### config.mk
export PLATFORM = sky130hd
export DESIGN_NAME = decoder3_wb
export DESIGN_NICKNAME = d
export VERILOG_FILES = /design/src/rtl/decoder3_wb.sv
export SDC_FILE = /design/constraint.sdc
export NUM_CORES = 1
export LEC_CHECK = 0
export CAP_MARGIN = 10
export CELL_PAD_IN_SITES_DETAIL_PLACEMENT = 1
export CELL_PAD_IN_SITES_GLOBAL_PLACEMENT = 2
export CORE_ASPECT_RATIO = 1.4
export CORE_MARGIN = 2
export CORE_UTILIZATION = 10
export CTS_CLUSTER_SIZE = 20
export DETAILED_ROUTE_END_ITERATION = 16
export GPL_ROUTABILITY_DRIVEN = 0
export GPL_TIMING_DRIVEN = 0
export PLACE_DENSITY_LB_ADDON = 0.1
export SETUP_SLACK_MARGIN = 0.05
export SYNTH_ARGS = -nofsm -noshare
export SYNTH_HDL_FRONTEND = slang
export SYNTH_SLANG_ARGS = --single-unit
### constraint.sdc
create_clock -name clk -period 1.8 [get_ports clk]
set_input_delay 0.36 -clock clk [delete_from_list [all_inputs] [get_ports clk]]
set_output_delay 0.36 -clock clk [all_outputs]
set_load 0.005 [all_outputs]
### src/rtl/decoder3_wb.sv
// Wishbone 1-master / 3-slave address decoder with one-cycle request latency and zero-latency ack path.
// Optional ACTIVE-state timeout is compiled in with `define DECODER3_WB_TIMEOUT_EN.
module decoder3_wb #(
    parameter int                    DATA_WIDTH     = 32,
    parameter int                    ADDR_WIDTH     = 32,
    parameter int                    SELECT_WIDTH   = DATA_WIDTH/8,
    parameter logic [ADDR_WIDTH-1:0] S0_BASE        = 32'h0000_0000,
    parameter logic [ADDR_WIDTH-1:0] S1_BASE        = 32'h1000_0000,
    parameter logic [ADDR_WIDTH-1:0] S2_BASE        = 32'h2000_0000,
    parameter logic [ADDR_WIDTH-1:0] S0_MASK        = 32'hF000_0000,
    parameter logic [ADDR_WIDTH-1:0] S1_MASK        = 32'hF000_0000,
    parameter logic [ADDR_WIDTH-1:0] S2_MASK        = 32'hF000_0000,
    parameter int                    TIMEOUT_CYCLES = 255
) (
    input  logic                    clk,
    input  logic                    rst,
    input  logic [ADDR_WIDTH-1:0]   wbm_adr_i,
    input  logic [DATA_WIDTH-1:0]   wbm_dat_i,
    output logic [DATA_WIDTH-1:0]   wbm_dat_o,
    input  logic                    wbm_we_i,
    input  logic [SELECT_WIDTH-1:0] wbm_sel_i,
    input  logic                    wbm_stb_i,
    input  logic                    wbm_cyc_i,
    output logic                    wbm_ack_o,
    output logic                    wbm_err_o,
    output logic [ADDR_WIDTH-1:0]   wbs0_adr_o,
    output logic [DATA_WIDTH-1:0]   wbs0_dat_o,
    output logic                    wbs0_we_o,
    output logic [SELECT_WIDTH-1:0] wbs0_sel_o,
    output logic                    wbs0_stb_o,
    output logic                    wbs0_cyc_o,
    input  logic [DATA_WIDTH-1:0]   wbs0_dat_i,
    input  logic                    wbs0_ack_i,
    output logic [ADDR_WIDTH-1:0]   wbs1_adr_o,
    output logic [DATA_WIDTH-1:0]   wbs1_dat_o,
    output logic                    wbs1_we_o,
    output logic [SELECT_WIDTH-1:0] wbs1_sel_o,
    output logic                    wbs1_stb_o,
    output logic                    wbs1_cyc_o,
    input  logic [DATA_WIDTH-1:0]   wbs1_dat_i,
    input  logic                    wbs1_ack_i,
    output logic [ADDR_WIDTH-1:0]   wbs2_adr_o,
    output logic [DATA_WIDTH-1:0]   wbs2_dat_o,
    output logic                    wbs2_we_o,
    output logic [SELECT_WIDTH-1:0] wbs2_sel_o,
    output logic                    wbs2_stb_o,
    output logic                    wbs2_cyc_o,
    input  logic [DATA_WIDTH-1:0]   wbs2_dat_i,
    input  logic                    wbs2_ack_i
);

    typedef enum logic [1:0] {IDLE, ACTIVE, ERR} state_t;

    state_t                state_q, state_d;
    logic [1:0]            sel_q, sel_d;
    logic [2:0]            hit;
    logic [2:0]            slv_cyc;
    logic [2:0]            slv_ack;
    logic [1:0]            win;
    logic                  ack_sel;
    logic [ADDR_WIDTH-1:0] base_a [3];
    logic [ADDR_WIDTH-1:0] mask_a [3];
    logic [DATA_WIDTH-1:0] slv_dat [3];

    assign base_a[0] = S0_BASE;
    assign base_a[1] = S1_BASE;
    assign base_a[2] = S2_BASE;
    assign mask_a[0] = S0_MASK;
    assign mask_a[1] = S1_MASK;
    assign mask_a[2] = S2_MASK;
    assign slv_dat[0] = wbs0_dat_i;
    assign slv_dat[1] = wbs1_dat_i;
    assign slv_dat[2] = wbs2_dat_i;
    assign slv_ack    = {wbs2_ack_i, wbs1_ack_i, wbs0_ack_i};

    genvar gi;
    generate
        for (gi = 0; gi < 3; gi++) begin : g_slv
            assign hit[gi]     = (wbm_adr_i & mask_a[gi]) == (base_a[gi] & mask_a[gi]);
            assign slv_cyc[gi] = (state_q == ACTIVE) && (sel_q == 2'(gi));
        end
    endgenerate

    // Lowest-numbered slave wins on overlapping windows.
    assign win     = hit[0] ? 2'd0 : (hit[1] ? 2'd1 : 2'd2);
    // Only the granted slave's ack can reach the master; others are masked by slv_cyc.
    assign ack_sel = |(slv_ack & slv_cyc);

    always_comb begin
        wbm_dat_o = '0;
        for (int i = 0; i < 3; i++) begin
            if (slv_cyc[i]) wbm_dat_o = slv_dat[i];
        end
    end

`ifdef DECODER3_WB_TIMEOUT_EN
    logic [15:0] cnt_q, cnt_d;
`endif

    always_comb begin
        state_d   = state_q;
        sel_d     = sel_q;
        wbm_ack_o = 1'b0;
        wbm_err_o = 1'b0;
`ifdef DECODER3_WB_TIMEOUT_EN
        cnt_d     = cnt_q;
`endif
        case (state_q)
            IDLE: begin
`ifdef DECODER3_WB_TIMEOUT_EN
                cnt_d = '0;
`endif
                if (wbm_cyc_i && wbm_stb_i) begin
                    if (|hit) begin
                        sel_d   = win;
                        state_d = ACTIVE;
                    end else begin
                        state_d = ERR;
                    end
                end
            end
            ACTIVE: begin
                if (!wbm_cyc_i) begin
                    state_d = IDLE;
                end else if (ack_sel) begin
                    wbm_ack_o = 1'b1;
                    state_d   = IDLE;
                end
`ifdef DECODER3_WB_TIMEOUT_EN
                else if (cnt_q == 16'(TIMEOUT_CYCLES - 1)) begin
                    state_d = ERR;
                end else begin
                    cnt_d = cnt_q + 16'd1;
                end
`endif
            end
            ERR: begin
                wbm_err_o = 1'b1;
                state_d   = IDLE;
            end
            default: state_d = IDLE;
        endcase
    end

    always_ff @(posedge clk or negedge rst) begin
        if (!rst) begin
            state_q <= IDLE;
            sel_q   <= 2'd0;
`ifdef DECODER3_WB_TIMEOUT_EN
            cnt_q   <= '0;
`endif
        end else begin
            state_q <= state_d;
            sel_q   <= sel_d;
`ifdef DECODER3_WB_TIMEOUT_EN
            cnt_q   <= cnt_d;
`endif
        end
    end

    assign wbs0_adr_o = wbm_adr_i;
    assign wbs1_adr_o = wbm_adr_i;
    assign wbs2_adr_o = wbm_adr_i;
    assign wbs0_dat_o = wbm_dat_i;
    assign wbs1_dat_o = wbm_dat_i;
    assign wbs2_dat_o = wbm_dat_i;
    assign wbs0_we_o  = wbm_we_i;
    assign wbs1_we_o  = wbm_we_i;
    assign wbs2_we_o  = wbm_we_i;
    assign wbs0_sel_o = wbm_sel_i;
    assign wbs1_sel_o = wbm_sel_i;
    assign wbs2_sel_o = wbm_sel_i;
    assign wbs0_cyc_o = slv_cyc[0];
    assign wbs1_cyc_o = slv_cyc[1];
    assign wbs2_cyc_o = slv_cyc[2];
    assign wbs0_stb_o = slv_cyc[0] & wbm_stb_i;
    assign wbs1_stb_o = slv_cyc[1] & wbm_stb_i;
    assign wbs2_stb_o = slv_cyc[2] & wbm_stb_i;

endmodule

==> results of run 1 <==
## how the worst max path moves through the flow
stage,startpoint,to,cells past startpoint
global route,sel_q[0],wbm_dat_o[9],8
detailed placement,sel_q[0],wbm_dat_o[27],7
floorplan,state_q[1],wbm_dat_o[10],4
CTS,sel_q[1],wbm_dat_o[1],6
global placement,sel_q[0],wbm_dat_o[27],7
finish,sel_q[1],wbm_dat_o[5],6
## area by class of cell
type | instances | area (sq um)
clock buffers | 3 | 75.1
inverters | 2 | 7.51
well taps | 324 | 405
multi-input cells | 119 | 1070
repair buffers | 373 | 3680
plain buffers | 218 | 1710
flip-flops and latches | 4 | 101
fillers | 3051 | 19000
## routing by layer
layer  part of all wire (%)  GRT usage [%]
met1                     29           8.41
met2                     56           21.3
met3                     14           4.47
met4                    1.3           2.19
met5                      0              0
## synth_stat cells (all sizes together)
library cell / n
or4: 1
mux2i: 33
nor4: 1
a31o: 1
dfrtp: 4
and2: 3
o21a: 1
o21ai: 33
nor4bb: 1
buf: 219
a2bb2oi: 1
nor2b: 1
nand2: 32
nand2b: 1
a211oi: 1
nand3b: 1
nand4bb: 1
a21oi: 1
nor2: 5
inv: 2
or3b: 1
## through the flow
step                setup slack (ns)  hold slack, ns  cell area [sq um]  util [%]
floorplan                      0.258          0.0644               2630         -
global placement              -0.638           0.551               6570      25.3
detailed placement            -0.714           0.571               6570      25.3
CTS                           -0.311           0.349               6930      26.6
global route                  -0.380           0.351               7050      27.1
finish                        -0.298           0.342               7050      27.1
## cell usage in the layout, fill, tap and decap left out, types with 4 or more instances in the layout
cell             count
clkdlybuf4s50_1    309
buf_4              215
buf_2               35
mux2i_1             33
o21ai_2             31
nand2_4             19
buf_6               13
buf_12               8
nand2_2              7
nand2_1              6
clkbuf_16            4
## power breakdown
group / total, mW / leakage (nW) / switching, mW / internal, mW
logic: 1.66 / 3.22 / 0.520 / 1.14
clock network: 0.354 / 0.0370 / 0.0691 / 0.284
registers: 0.120 / 0.0486 / 0.0153 / 0.104
## worst max-delay path, delay by kind of cell (launching register included)
kind / cells / cell delay [ns]
flip-flops: 1 / 0.41
AO/OA/AOI/OAI: 1 / 0.13
buffers and inverters: 4 / 0.57
AND/OR/NAND/NOR: 1 / 0.40
## sequential cells by signal (all words and copies together), names as in the netlist
signal	cells
state_q	2
sel_q	2
## cell families (layout without fill, tap and decap cells)
logic type	Yosys count	in the layout
compound gates	38	38
mux	33	33
buf+inv	221	596
simple gates	48	48
flops	4	4
## repair_timing
item	CTS	global route
pin swaps	29	11
setup endpoints to repair	51	45
gates resized for setup	233	21
buffers inserted	13	3
hold buffers	0	0
gates cloned	4	1
==> metrics.cfg, run 1 <==
[worst_setup_path]
rr_endpoint = state_q[0]
endpoint_kind = primary output
path_class = register to primary output
required_ns = 1.44
slowest_stage = dfrtp_1
crit_arrival_ns = 1.74
crit_fanout = 8
crit_path_start_kind = register
ff2ff_path_depth = 5
crit_chain = or3b_1 > buf_6 > buf_12 > clkbuf_16 > o21ai_2 > buf_2
reg2reg_slack_ns = 0.37
r2r-start = sel_q[1]
cpPeakStageDelay_ns = 0.41

[floorplanning]
start_util_pct = 10.1
coreArea_sq_um = 26000
fp.dieArea_sq_um = 27700
die_h_um = 196
num_io_pins = 419
rows = 70
die_width_um = 141

[synth]
synth_xor_area_share_pct = 0
synth_seq_cells = 4
synthAdderAreaFrac_pct = 0
synth_compound_area_share_pct = 12.0
ys_warn_count = 0
synthMuxAreaShare_pct = 12.5
seq_area_frac_synth_pct = 3.80
synth_top_area_share_pct = 59.9
syn_avg_cell_area_sq_um = 7.65
yosysUniqueCellTypes = 25
synthCells = 344
syn-num-nets = 516
synth_area_leader_cell = buf_4
netlist_area_sq_um = 2630
synth_top_family_by_area = buffers and inverters
synth_top_cells_by_area = buf_4, mux2i_1, o21ai_2
synth-simple-area-share_pct = 8.60

[timing]
setup_viol = 39
finClkSkew_ns = 0.00184
rsz0062_at_grt = yes
min_period_over_period_pct = 117
min_period_ns = 2.10
timing.final.max_slew_violations = 0
layout_setup_ws_ns = -0.298
tightest_slew_ns = 0.383
max_slew_margin_pct = 74.2
hold_viol = 0
max_freq_mhz = 477
final.setup.tns_ns = -10.02

[run]
cap_violations = 0

[place]
dp_hpwl_mm = 13.6
dp_cells = 1021
portBuffers = 353

[detailed_routing]
drc_errors = 0
num_vias = 3450
wl_mm = 15.4
routedWlPerCell_um = 14.8
avgViaCountPerCell = 3.31
ant_nets = 0
drtIter0Drc = 18
first_pass_iters = 2

[clocking]
ctsLongestPathBuffers = 2
cts_tree = built
cts_root_buffer = clkbuf_16
cts.clk_slew.worst_paths_ns = 0.03
clock_latency_ns = 0.23
htreeDepth = 1
cts_buffers = 3
clock_sinks = 4

[final_layout]
drive_gt1_share_pct = 47.8
finalNetCount = 893
fin_cells = 1043
areaGrowthSynthToFinish_pct = 168
antennaDiodeCount = 0

[power_and_ir_drop]
power_density_nw_per_um2 = 303
leakage_nw = 3.31
p_total_mw = 2.13
vdd_drop_max_uv = 222

[worst_hold_path]
hold_class = input port to async pin

[grt]
grt_pass1_wl_mm = 21.5
grt-ovfl-total = 0
antenna_found_initial = 0
grt_max_degree = 11
grt_use_total_pct = 10.2
grt_pass1_vias = 3699

[run_status]
violations = setup timing
status = finished, violations left

Power figures use the tool's default switching activity.
==> inputs of run 2 (changes only) <==
--- a/config.mk
+++ b/config.mk
@@ -17,6 +17,8 @@
 export GPL_TIMING_DRIVEN = 0
 export PLACE_DENSITY_LB_ADDON = 0.1
 export SETUP_SLACK_MARGIN = 0.05
+export SLEW_MARGIN = 20
 export SYNTH_ARGS = -nofsm -noshare
 export SYNTH_HDL_FRONTEND = slang
 export SYNTH_SLANG_ARGS = --single-unit
+export TNS_END_PERCENT = 5
==> metrics.cfg, run 2 (synthesis results as in run 1) <==
[timing]
setup_viol = 39  ; unchanged
min_period_over_period_pct = 116  ; -0.22 points
hold_viol = 0  ; unchanged
max_freq_mhz = 478  ; +0.19%
max_slew_margin_pct = 74.2  ; unchanged
timing.final.max_slew_violations = 0  ; unchanged
final.setup.tns_ns = -9.83  ; +0.182 ns
tightest_slew_ns = 0.383  ; unchanged
layout_setup_ws_ns = -0.294  ; +0.00394 ns
rsz0062_at_grt = yes
finClkSkew_ns = 0.00129  ; -0.000556 ns
min_period_ns = 2.09  ; -0.00394 ns

[final_layout]
area.sequential_sq_um = 101  ; unchanged
fin_cells = 1041  ; -0.19%
reg_top3 = sel_q (2), state_q (2)
mostFrequentLayoutCells = clkdlybuf4s50_1, buf_4, buf_2
fillers = 3066  ; +0.49%
antennaDiodeCount = 0  ; unchanged
multi_input_area_sq_um = 993  ; -6.8%
areaGrowthSynthToFinish_pct = 162
final_common_cell = clkdlybuf4s50_1
finalNetCount = 891  ; -0.22%
drive_gt1_share_pct = 47.3  ; -0.56 points

[detailed_routing]
wl_mm = 15.4  ; -0.14%
first_pass_iters = 2  ; unchanged
ant_nets = 0  ; unchanged
drc_errors = 0  ; unchanged
routedWlPerCell_um = 14.8  ; about the same
avgViaCountPerCell = 3.30  ; -0.24%
drtIter0Drc = 19  ; +1
num_vias = 3435  ; -0.43%

[power_and_ir_drop]
switching_share_pct = 28.0  ; -0.30 points
p_seq_share_pct = 5.7  ; about the same
leakage_nw = 3.17  ; -4.2%
power_density_nw_per_um2 = 306  ; +1.2%
vdd_drop_max_uv = 223  ; about the same
p_clk_share_pct = 16.7  ; about the same
combPwrFrac_pct = 77.7  ; about the same
p_int_mw = 1.52  ; -0.42%
p_sw_mw = 0.593  ; -1.9%

[clocking]
cts_root_buffer = clkbuf_16
cts_buffers = 3  ; unchanged
cts_hold_buf = 0  ; unchanged
ctsLongestPathBuffers = 2  ; unchanged
cts_tree = built
cts.clk_slew.worst_paths_ns = 0.03  ; about the same
clock_latency_ns = 0.23  ; about the same
clock_sinks = 4  ; unchanged
htreeDepth = 1  ; unchanged

[run_status]
status = finished, violations left
violations = setup timing

[worst_setup_path]
r2r-start = sel_q[1]
crit_fanout = 5  ; -3
crit_path_start_kind = register
endpoint_kind = primary output
reg2reg_slack_ns = 0.38  ; about the same
rr_endpoint = state_q[0]
crit_arrival_ns = 1.73  ; about the same
path_class = register to primary output
ff2ff_path_depth = 5  ; unchanged
required_ns = 1.44  ; about the same

[run]
cap_violations = 0  ; unchanged

[grt]
grt_max_degree = 11  ; unchanged
grt_use_total_pct = 10.2  ; +0.015 points
grt-ovfl-total = 0  ; unchanged
antenna_found_initial = 0  ; unchanged
grt_pass1_wl_mm = 21.5  ; about the same
grt_pass1_vias = 3702  ; +0.081%

[worst_hold_path]
hold_class = input port to async pin

[floorplanning]
num_io_pins = 419  ; unchanged
start_util_pct = 10.1  ; unchanged
die_width_um = 141  ; unchanged
fp.dieArea_sq_um = 27700  ; unchanged
rows = 70  ; unchanged
coreArea_sq_um = 26000  ; unchanged
die_h_um = 196  ; unchanged

[place]
pre_cts_ws_ns = -0.714  ; unchanged
dp_cells = 1021  ; unchanged
portBuffers = 353  ; unchanged
dp_hpwl_mm = 13.6  ; unchanged

run 2: cell count changes in the layout (fill, tap and decap cells not counted), moves of 2 or more:
cell,delta
buf_4,+2
nand2_4,-13
buf_2,+3
buf_6,-6
nand2_1,+2
nand2_2,+11
run 2: power groups by stage:
stage               logic (mW)  clock network (mW)  registers, mW
floorplan                0.710                   0          0.112
global placement          1.58                   0          0.116
detailed placement        1.59                   0          0.116
CTS                       1.67               0.359          0.119
global route              1.76               0.365          0.121
finish                    1.64               0.352          0.120
run 2: routing by layer:
| layer | GRT usage [%] | vias to the layer above | routed length [um] |
|---|---|---|---|
| met4 | 2.19 | 0 | 199 |
| met1 | 8.48 | 1519 | 4440 |
| li1 | - | 1646 | - |
| met2 | 21.3 | 261 | 8610 |
| met3 | 4.42 | 9 | 2150 |
| met5 | 0 | - | 0 |
run 2: final cells by class:
type,count,share of cell area [%]
buffer,218,24.7
clock buffer,3,1.09
inverter,2,0.109
multi-input combinational,119,14.4
sequential,4,1.47
tap,324,5.87
timing repair buffer,371,52.4
run 2: timing repair:
| action | in CTS | in global routing |
|---|---|---|
| pin swaps | 20 | 8 |
| buffers inserted | 13 | 2 |
| gates resized for setup | 212 | 19 |
| gates cloned | 4 | 0 |
| endpoints found under the setup margin | 51 | 45 |
run 2: how the worst max path moves through the flow:
| stage | start | endpoint | slack (ns) | depth (start not counted) |
|---|---|---|---|---|
| final | sel_q[0] | wbm_dat_o[8] | -0.29 | 8 |
| after global routing | sel_q[0] | wbm_dat_o[9] | -0.37 | 8 |
| after CTS | sel_q[1] | wbm_dat_o[17] | -0.31 | 6 |
| after detailed placement | sel_q[0] | wbm_dat_o[27] | -0.71 | 7 |
| after global placement | sel_q[0] | wbm_dat_o[27] | -0.64 | 7 |
| after floorplan | state_q[1] | wbm_dat_o[10] | 0.26 | 4 |
run 2: critical path, stage by stage, from the launching register on:
cell and delay, ns:
dfrtp_1 0.38, buf_8 0.13, nor4bb_4 0.30, buf_6 0.18, buf_12 0.14, buf_12 0.14, nand2_2 0.06, o21ai_2 0.04
buf_2 0.13
run 2: metrics by stage:
step	area, sq um	hold WS [ns]	power [mW]	utilization, %
after floorplan	2630	0.0644	0.823	-
final	6910	0.343	2.11	26.5
after global routing	6910	0.351	2.25	26.5
after detailed placement	6570	0.571	1.71	25.3
after global placement	6570	0.551	1.70	25.3
after CTS	6830	0.349	2.15	26.3
